--- src/rtl/peak_bin_detect.sv ---
// Scans FFT RAM 1 over [BIN_LO, BIN_HI], tracks the bin with maximum re^2+im^2
// and parks the read address there. Optional macro PEAK_THRESH_EN gates detectdone on MAG_THRESH.
module peak_bin_detect #(
    parameter int          BIN_LO     = 1,
    parameter int          BIN_HI     = 511,
    parameter int          RD_LAT     = 2,
    parameter logic [27:0] MAG_THRESH = 28'd4096
) (
    input  logic        clk,
    input  logic        reset,
    input  logic        fftdone,
    input  logic [27:0] ramq1,
    output logic [9:0]  rdaddr1,
    output logic [9:0]  maxbin,
    output logic [27:0] maxmag,
    output logic        busy,
    output logic        detectdone
);

    localparam logic [9:0] LO     = BIN_LO[9:0];
    localparam logic [9:0] HI     = BIN_HI[9:0];
    localparam logic [7:0] LAT_M1 = 8'(RD_LAT - 1);

    typedef enum logic [2:0] {IDLE, SCAN, DRAIN, SETTLE, DONE, HOLD} state_t;

    state_t                     r_state;
    logic [9:0]                 r_rdaddr;
    logic [9:0]                 r_maxbin;
    logic [27:0]                r_maxmag;
    logic                       r_busy;
    logic                       r_detectdone;
    logic                       r_first;
    logic [7:0]                 r_cnt;
    logic [RD_LAT-1:0]          r_vld_pipe;
    logic [RD_LAT-1:0][9:0]     r_bin_pipe;

    logic signed [27:0] w_re_sq;
    logic signed [27:0] w_im_sq;
    logic [27:0]        w_mag;
    logic [9:0]         w_tag_bin;
    logic               w_upd;
    logic [9:0]         w_next_maxbin;

    // Operands widen to 28 bits before squaring, so (-8192)^2 is exact.
    assign w_re_sq       = $signed(ramq1[27:14]) * $signed(ramq1[27:14]);
    assign w_im_sq       = $signed(ramq1[13:0]) * $signed(ramq1[13:0]);
    assign w_mag         = w_re_sq + w_im_sq;
    assign w_tag_bin     = r_bin_pipe[RD_LAT-1];
    // First word of a frame loads unconditionally; afterwards strict > keeps the lowest bin on ties.
    assign w_upd         = r_vld_pipe[RD_LAT-1] && (r_first || (w_mag > r_maxmag));
    assign w_next_maxbin = w_upd ? w_tag_bin : r_maxbin;

    assign rdaddr1    = r_rdaddr;
    assign maxbin     = r_maxbin;
    assign maxmag     = r_maxmag;
    assign busy       = r_busy;
    assign detectdone = r_detectdone;

    always_ff @(posedge clk) begin
        if (reset) begin
            r_state      <= IDLE;
            r_rdaddr     <= '0;
            r_maxbin     <= '0;
            r_maxmag     <= '0;
            r_busy       <= 1'b0;
            r_detectdone <= 1'b0;
            r_first      <= 1'b0;
            r_cnt        <= '0;
            r_vld_pipe   <= '0;
            r_bin_pipe   <= '0;
        end else begin
            r_vld_pipe[0] <= (r_state == SCAN);
            r_bin_pipe[0] <= r_rdaddr;
            for (int i = 1; i < RD_LAT; i++) begin
                r_vld_pipe[i] <= r_vld_pipe[i-1];
                r_bin_pipe[i] <= r_bin_pipe[i-1];
            end

            if (w_upd) begin
                r_maxmag <= w_mag;
                r_maxbin <= w_tag_bin;
                r_first  <= 1'b0;
            end

            case (r_state)
                IDLE, HOLD: begin
                    if (fftdone) begin
                        r_state  <= SCAN;
                        r_rdaddr <= LO;
                        r_busy   <= 1'b1;
                        r_first  <= 1'b1;
                        r_cnt    <= '0;
                    end
                end
                SCAN: begin
                    if (r_rdaddr == HI) begin
                        r_state <= DRAIN;
                        r_cnt   <= '0;
                    end else begin
                        r_rdaddr <= r_rdaddr + 10'd1;
                    end
                end
                DRAIN: begin
                    if (r_cnt == LAT_M1) begin
                        r_state  <= SETTLE;
                        r_cnt    <= '0;
                        r_rdaddr <= w_next_maxbin;
                    end else begin
                        r_cnt <= r_cnt + 8'd1;
                    end
                end
                SETTLE: begin
                    if (r_cnt == LAT_M1) begin
                        r_state <= DONE;
                        r_busy  <= 1'b0;
`ifdef PEAK_THRESH_EN
                        r_detectdone <= (r_maxmag >= MAG_THRESH);
`else
                        r_detectdone <= 1'b1;
`endif
                    end else begin
                        r_cnt <= r_cnt + 8'd1;
                    end
                end
                DONE: begin
                    r_state      <= HOLD;
                    r_detectdone <= 1'b0;
`ifdef PEAK_THRESH_EN
                    if (r_maxmag < MAG_THRESH)
                        r_maxbin <= '0;
`endif
                end
                default: r_state <= IDLE;
            endcase
        end
    end

endmodule

--- config.mk ---
export PLATFORM = sky130hd
export DESIGN_NAME = peak_bin_detect
export DESIGN_NICKNAME = d
export VERILOG_FILES = /design/src/rtl/peak_bin_detect.sv
export SDC_FILE = /design/constraint.sdc
export NUM_CORES = 1
export LEC_CHECK = 0
export CORE_UTILIZATION = 41
export DETAILED_ROUTE_END_ITERATION = 12
export PLACE_DENSITY_LB_ADDON = 0.08
export SYNTH_ARGS = -nofsm -noshare
export SYNTH_HDL_FRONTEND = slang
export SYNTH_SLANG_ARGS = --single-unit
export TNS_END_PERCENT = 5
--- constraint.sdc ---
create_clock -name clk -period 16.6 [get_ports clk]
set_input_delay 4.98 -clock clk [delete_from_list [all_inputs] [get_ports clk]]
set_output_delay 4.98 -clock clk [all_outputs]
set_load 0.02 [all_outputs]
# Yosys cells after proc, flatten, opt, wreduce, memory -nomap -nowiden
# Index checks and enable logic that the tools add are counted.
dict set report classes {
  n_addsub 3
  n_mul 2
  magnitude_cmp 1
  n_eq_ne 13
  muxes 23
  n_reduce_logical 13
}
# cell n
set op_table {}
lappend op_table {{$mul 14x14->28} 2}
lappend op_table {{$mux 10} 4}
lappend op_table {{$mux 8} 4}
lappend op_table {{$pmux 8 s4} 1}
lappend op_table {{$pmux 10 s3} 1}
lappend op_table {{$add 28x28->28} 1}
lappend op_table {{$gt 28x28->1} 1}
lappend op_table {{$pmux 3 s5} 1}
lappend op_table {{$mux 3} 4}
lappend op_table {{$reduce_and 4->1} 3}
lappend op_table {{$add 10x1->10 const B} 1}
lappend op_table {{$eq 10x9->1 const B} 1}
lappend op_table {{$ne 2x2->1 const B} 5}
lappend op_table {{$add 8x1->8 const B} 1}
lappend op_table {{$eq 8x1->1 const B} 1}
lappend op_table {{$eq 3x2->1 const B} 2}
lappend op_table {{$eq 3x3->1 const B} 2}
lappend op_table {{$mux 1} 6}
lappend op_table {{$pmux 1 s2} 2}
lappend op_table {{$reduce_bool 2->1} 2}
lappend op_table {{$reduce_bool 4->1} 1}
lappend op_table {{$eq 3x1->1 const B} 1}
lappend op_table {{$logic_not 3->1} 1}
lappend op_table {{$reduce_and 3->1} 1}
lappend op_table {{6 further kinds} 6}
dict set report totals {
  reg_bits 84
  input_bits 31
  output_inout_bits 50
  word_cells 66
}

# Logic depth before layout (Yosys ltp)
dict set report depth {
  ltp_word 8
  mapped_depth 38
}

# Worst setup path before layout
# OpenSTA, ideal clock, no wires.
dict set report synth_path {
  path_kind {input -> register}
  startpoint {input port ramq1[4]}
  endpoint {register r_maxbin[4] (netlist: maxbin[4])}
  setup_ns 0.128
  arrival_ns 13.037
  setup_slack_ns 3.435
  path_stages 33
  n_path_buf 5
  path_cell_list {clkbuf_1 > clkbuf_1 > nand2_1 > fa_1 > inv_1 > fa_1 > inv_1 > fa_1 > fa_1 > fa_1 > fa_1 > inv_1 > fa_1 > ha_1 > ha_1 > clkbuf_1 > a2111oi_0 > a21oi_1 > a31oi_1 > o21bai_1 > a21oi_1 > xnor2_1 > ha_1 > a21o_1 > a21o_1 > a31oi_1 > o21ai_0 > a2111oi_4 > or2_4 > buf_12 > buf_8 > mux2i_1 > nor2_1}
}
dict set report synth_between {
  elab_chain_cells 6
}
# item line_no
set synth_rtl {}
lappend synth_rtl {{start: declaration} 12} ;# input logic [27:0] ramq1,
lappend synth_rtl {{$mul 14x14->28} 46} ;# assign w_im_sq = $signed(ramq1[13:0]) * $signed(ramq1[13:0]);
lappend synth_rtl {{$add 28x28->28} 47} ;# assign w_mag = w_re_sq + w_im_sq;
lappend synth_rtl {{named net w_mag[21]} 39} ;# logic [27:0] w_mag;
lappend synth_rtl {{$gt 28x28->1} 50} ;# assign w_upd = r_vld_pipe[RD_LAT-1] && (r_first || (w_mag > r_maxmag));
lappend synth_rtl {{$logic_or 1x1->1} 50}
lappend synth_rtl {{$logic_and 1x1->1} 50}
lappend synth_rtl {{$mux 10} -}
lappend synth_rtl {{end signal: assignment} 81} ;# r_maxbin <= w_tag_bin;
lappend synth_rtl {{end: declaration} 28} ;# logic [9:0] r_maxbin;
# The timed path passes the listed nets, and every way through them passes these cells.
# A chain may end at the register's enable or synchronous reset.

# Final worst setup path
dict set report layout_path {
  startpoint {input port ramq1[1]}
  endpoint {register r_rdaddr[0] (netlist: rdaddr1[0])}
}
dict set report layout_between {
  elab_chain_cells 8
}
# item line_no
set layout_rtl {}
lappend layout_rtl {{$mul 14x14->28} 46}
lappend layout_rtl {{$add 28x28->28} 47}
lappend layout_rtl {{named net w_mag[24]} 39}
lappend layout_rtl {{$gt 28x28->1} 50}
lappend layout_rtl {{$logic_or 1x1->1} 50}
lappend layout_rtl {{$logic_and 1x1->1} 50}
lappend layout_rtl {{$mux 10} -}
lappend layout_rtl {{$mux 10} 104} ;# if (r_cnt == LAT_M1) begin
lappend layout_rtl {{$pmux 10 s3} 85} ;# case (r_state)
lappend layout_rtl {{end signal: assignment} 100} ;# r_rdaddr <= r_rdaddr + 10'd1;
lappend layout_rtl {{end signal: assignment} 107} ;# r_rdaddr <= w_next_maxbin;
lappend layout_rtl {{end: declaration} 27} ;# logic [9:0] r_rdaddr;
# The timed path passes the listed nets, and every way through them passes these cells. The select of a mux whose other input is x is not followed.

==> metrics.txt <==
fin. max-slew vios=0; drt via density=4.88; worst skew pair latency=about 340 ps; RR Startpoint=maxmag[7]; wl on met1=approximately 18,000 um; DR WL/cell=about 17 um; Site Rows=75; Fin Clk Skew=7.88 ps; DRC errors left=0; Mapped Area=17,500 um^2; highest routed layer=met4; reg2reg setup slack=~13,000 ps; CP endpoint=rdaddr1[0]; Worst R2R End=rdaddr1[0]; met3 WL=slightly above 800 um; slew margin rel.=~40%; DP HPWL=between 30,000 and 40,000 um; die footprint=43,600 um^2; count leader, synth=inv_1; total gr overflow=0; Detail Route met2 WL=between 20,000 and 25,000 um; status=finished, final reports clean; top cells by count, synth=inv_1 (471), fa_1 (397), nand2_1 (167), ha_1 (152), dfxtp_1 (84); vias in the first global route=about 13,000; Unique masters post-synth=between 60 and 70; share of cells above drive strength 1=~2.8%; R2R depth=10; post-synthesis instance total=1,861; final WL=40,800 um; worst-path maximum fanout=between 40 and 50; Post-synth top flop=dfxtp_1; WP data arrival=14,810 ps; synth-to-layout area growth=9.28%; CP Class=in2reg; Synth area leaders=fa_1 (45%), ha_1 (11%), inv_1 (10%); top cell type's share of synthesized area=about 45%; Nets=between 2,000 and 2,500; final worst-path cycle share=between 80% and 90%; Setup WS post-layout=around 2000 ps; Num Clock Sinks=84; Min-Delay Path Class=reg2reg; syn_nets=between 2,000 and 2,500; CP Launch Point=ramq1[1]; final worst path period need=between 10,000 and 15,000 ps; antenna violations before repair=1; # hold bufs at CTS=0; Fillers=between 4,000 and 5,000; CTS Root Cell=clkbuf_16; Placeable Area=42,000 um^2; Num CTS Buffers=9; diode count=0; chip height=roughly 210 um; final setup fails=0; Warnings, synthesis=0; fmax=68.4 MHz; clk buf depth=2; Least-Margin Pin Slew=approximately 890 ps; CTS tree=done; register area share after synthesis=under 10%; Die X-Extent=around 210 um; largest net degree at the start of global routing=75; TNS Setup=0 ps; RSZ-0062 raised after global routing=no; Routed Antenna Nets=0; # IOs=between 80 and 90; dpl ws=approximately 1600 ps; starting density of the core=about two fifths; H-tree lvl count=3; crit path launch type=input port; post-CTS sizing=0; Worst EP required=between 15,000 and 20,000 ps; final hold violations=0; first-pass GRT wire length=between 60,000 and 70,000 um; flop and latch count out of synthesis=between 80 and 90; GPL Wtd Cong=0.844; CP endpoint kind=flop; syn_area_per_cell=roughly 9.4 um^2; Setup Buffers After CTS=0; Iter 0 DRT Violations=a little under 500; Clk pin slew, worst setup/hold paths=70 ps; post-synthesis async set-or-reset flop share=0%; PortBufs=80; Global Route Usage Sum=between 10% and 20%; EDFF count, synth=0; drt pass-1 iters=5; Yosys top cell by area=fa_1; Max-Cap Viols=0; Vias=between 10,000 and 15,000
[how the worst min path moves through the flow]
stage	cells past startpoint	endpoint	startpoint
after floorplan	1	r_vld_pipe[1]	r_vld_pipe[0]
after global placement	1	w_tag_bin[9]	r_bin_pipe[9]
after detailed placement	1	w_tag_bin[1]	r_bin_pipe[1]
after CTS	1	w_tag_bin[1]	r_bin_pipe[1]
after global routing	1	w_tag_bin[2]	r_bin_pipe[2]
final	1	w_tag_bin[7]	r_bin_pipe[7]
[worst max-delay path, cell delays in order]
cell and delay (ps):
clkdlybuf4s50_1 960, nand2_1 540, inv_1 470, fa_1 480, inv_1 90, fa_1 410, fa_1 500, fa_1 580
fa_1 470, fa_1 500, inv_1 50, fa_1 430, ha_1 290, ha_1 360, a2111oi_0 470, o21a_1 240
a21oi_1 130, o41ai_1 330, xnor2_1 210, ha_1 310, a211o_1 300, a31oi_1 120, o21ai_0 200, o221ai_1 410
or2_4 580, mux2i_1 300, a311oi_1 110
[per-stage QoR]
stage               instances  utilization, %  hold WS [ps]  area, um^2
finish                   2454            45.6           436       19200
global placement         2438            44.9           416       18900
CTS                      2454            45.6           439       19200
floorplan                1861               -           414       17500
global route             2454            45.6           451       19200
detailed placement       2438            44.9           424       18900
[metal layers]
layer  vias to the layer above  global-route usage, %
met3                        42                   1.83
met1                      6101                   26.1
li1                       5694                      -
met2                       136                   36.1
met4                         0                   3.60
met5                         -                      0
[layout make-up]
cell class / instances / area, um^2 / share of cell area (%)
sequential: 84 / 1680 / 8.77
multi-input combinational: 1245 / 13800 / 72.1
clock buffer: 11 / 243 / 1.27
clock inverter: 5 / 60.1 / 0.313
tap: 539 / 674 / 3.52
inverter: 473 / 1780 / 9.26
timing repair buffer: 97 / 923 / 4.82
[kinds of logic after synthesis]
| family | after synthesis | synth area share, % |
|---|---|---|
| adder cells (fa/ha/maj) | 549 | 56.1 |
| buffers and inverters | 532 | 11.7 |
| AND/OR/NAND/NOR | 446 | 12.3 |
| AO/OA/AOI/OAI | 184 | 6.91 |
| flip-flops | 84 | 9.59 |
| XOR/XNOR | 58 | 2.90 |
| multiplexers | 8 | 0.471 |
[state kept, by name, indices dropped and copies added, names as in the netlist]
signal	cells
r_state	3
maxbin	10
maxmag	28
detectdone	1
busy	1
r_first	1
r_bin_pipe	10
rdaddr1	10
r_cnt	8
r_vld_pipe	2
w_tag_bin	10
[placed cells by master, fill, tap and decap left out, drive strengths merged, types with 43 or more instances in the layout]
cell and n:
dfxtp 84, and2 78, nor2 74, xnor2 43
fa 397, inv 472, clkdlybuf4s50 79, nand2 167
ha 152, a21oi 61
Power is not shown: default switching activity piles up to over one toggle a cycle in this logic, so the estimate is an artifact.
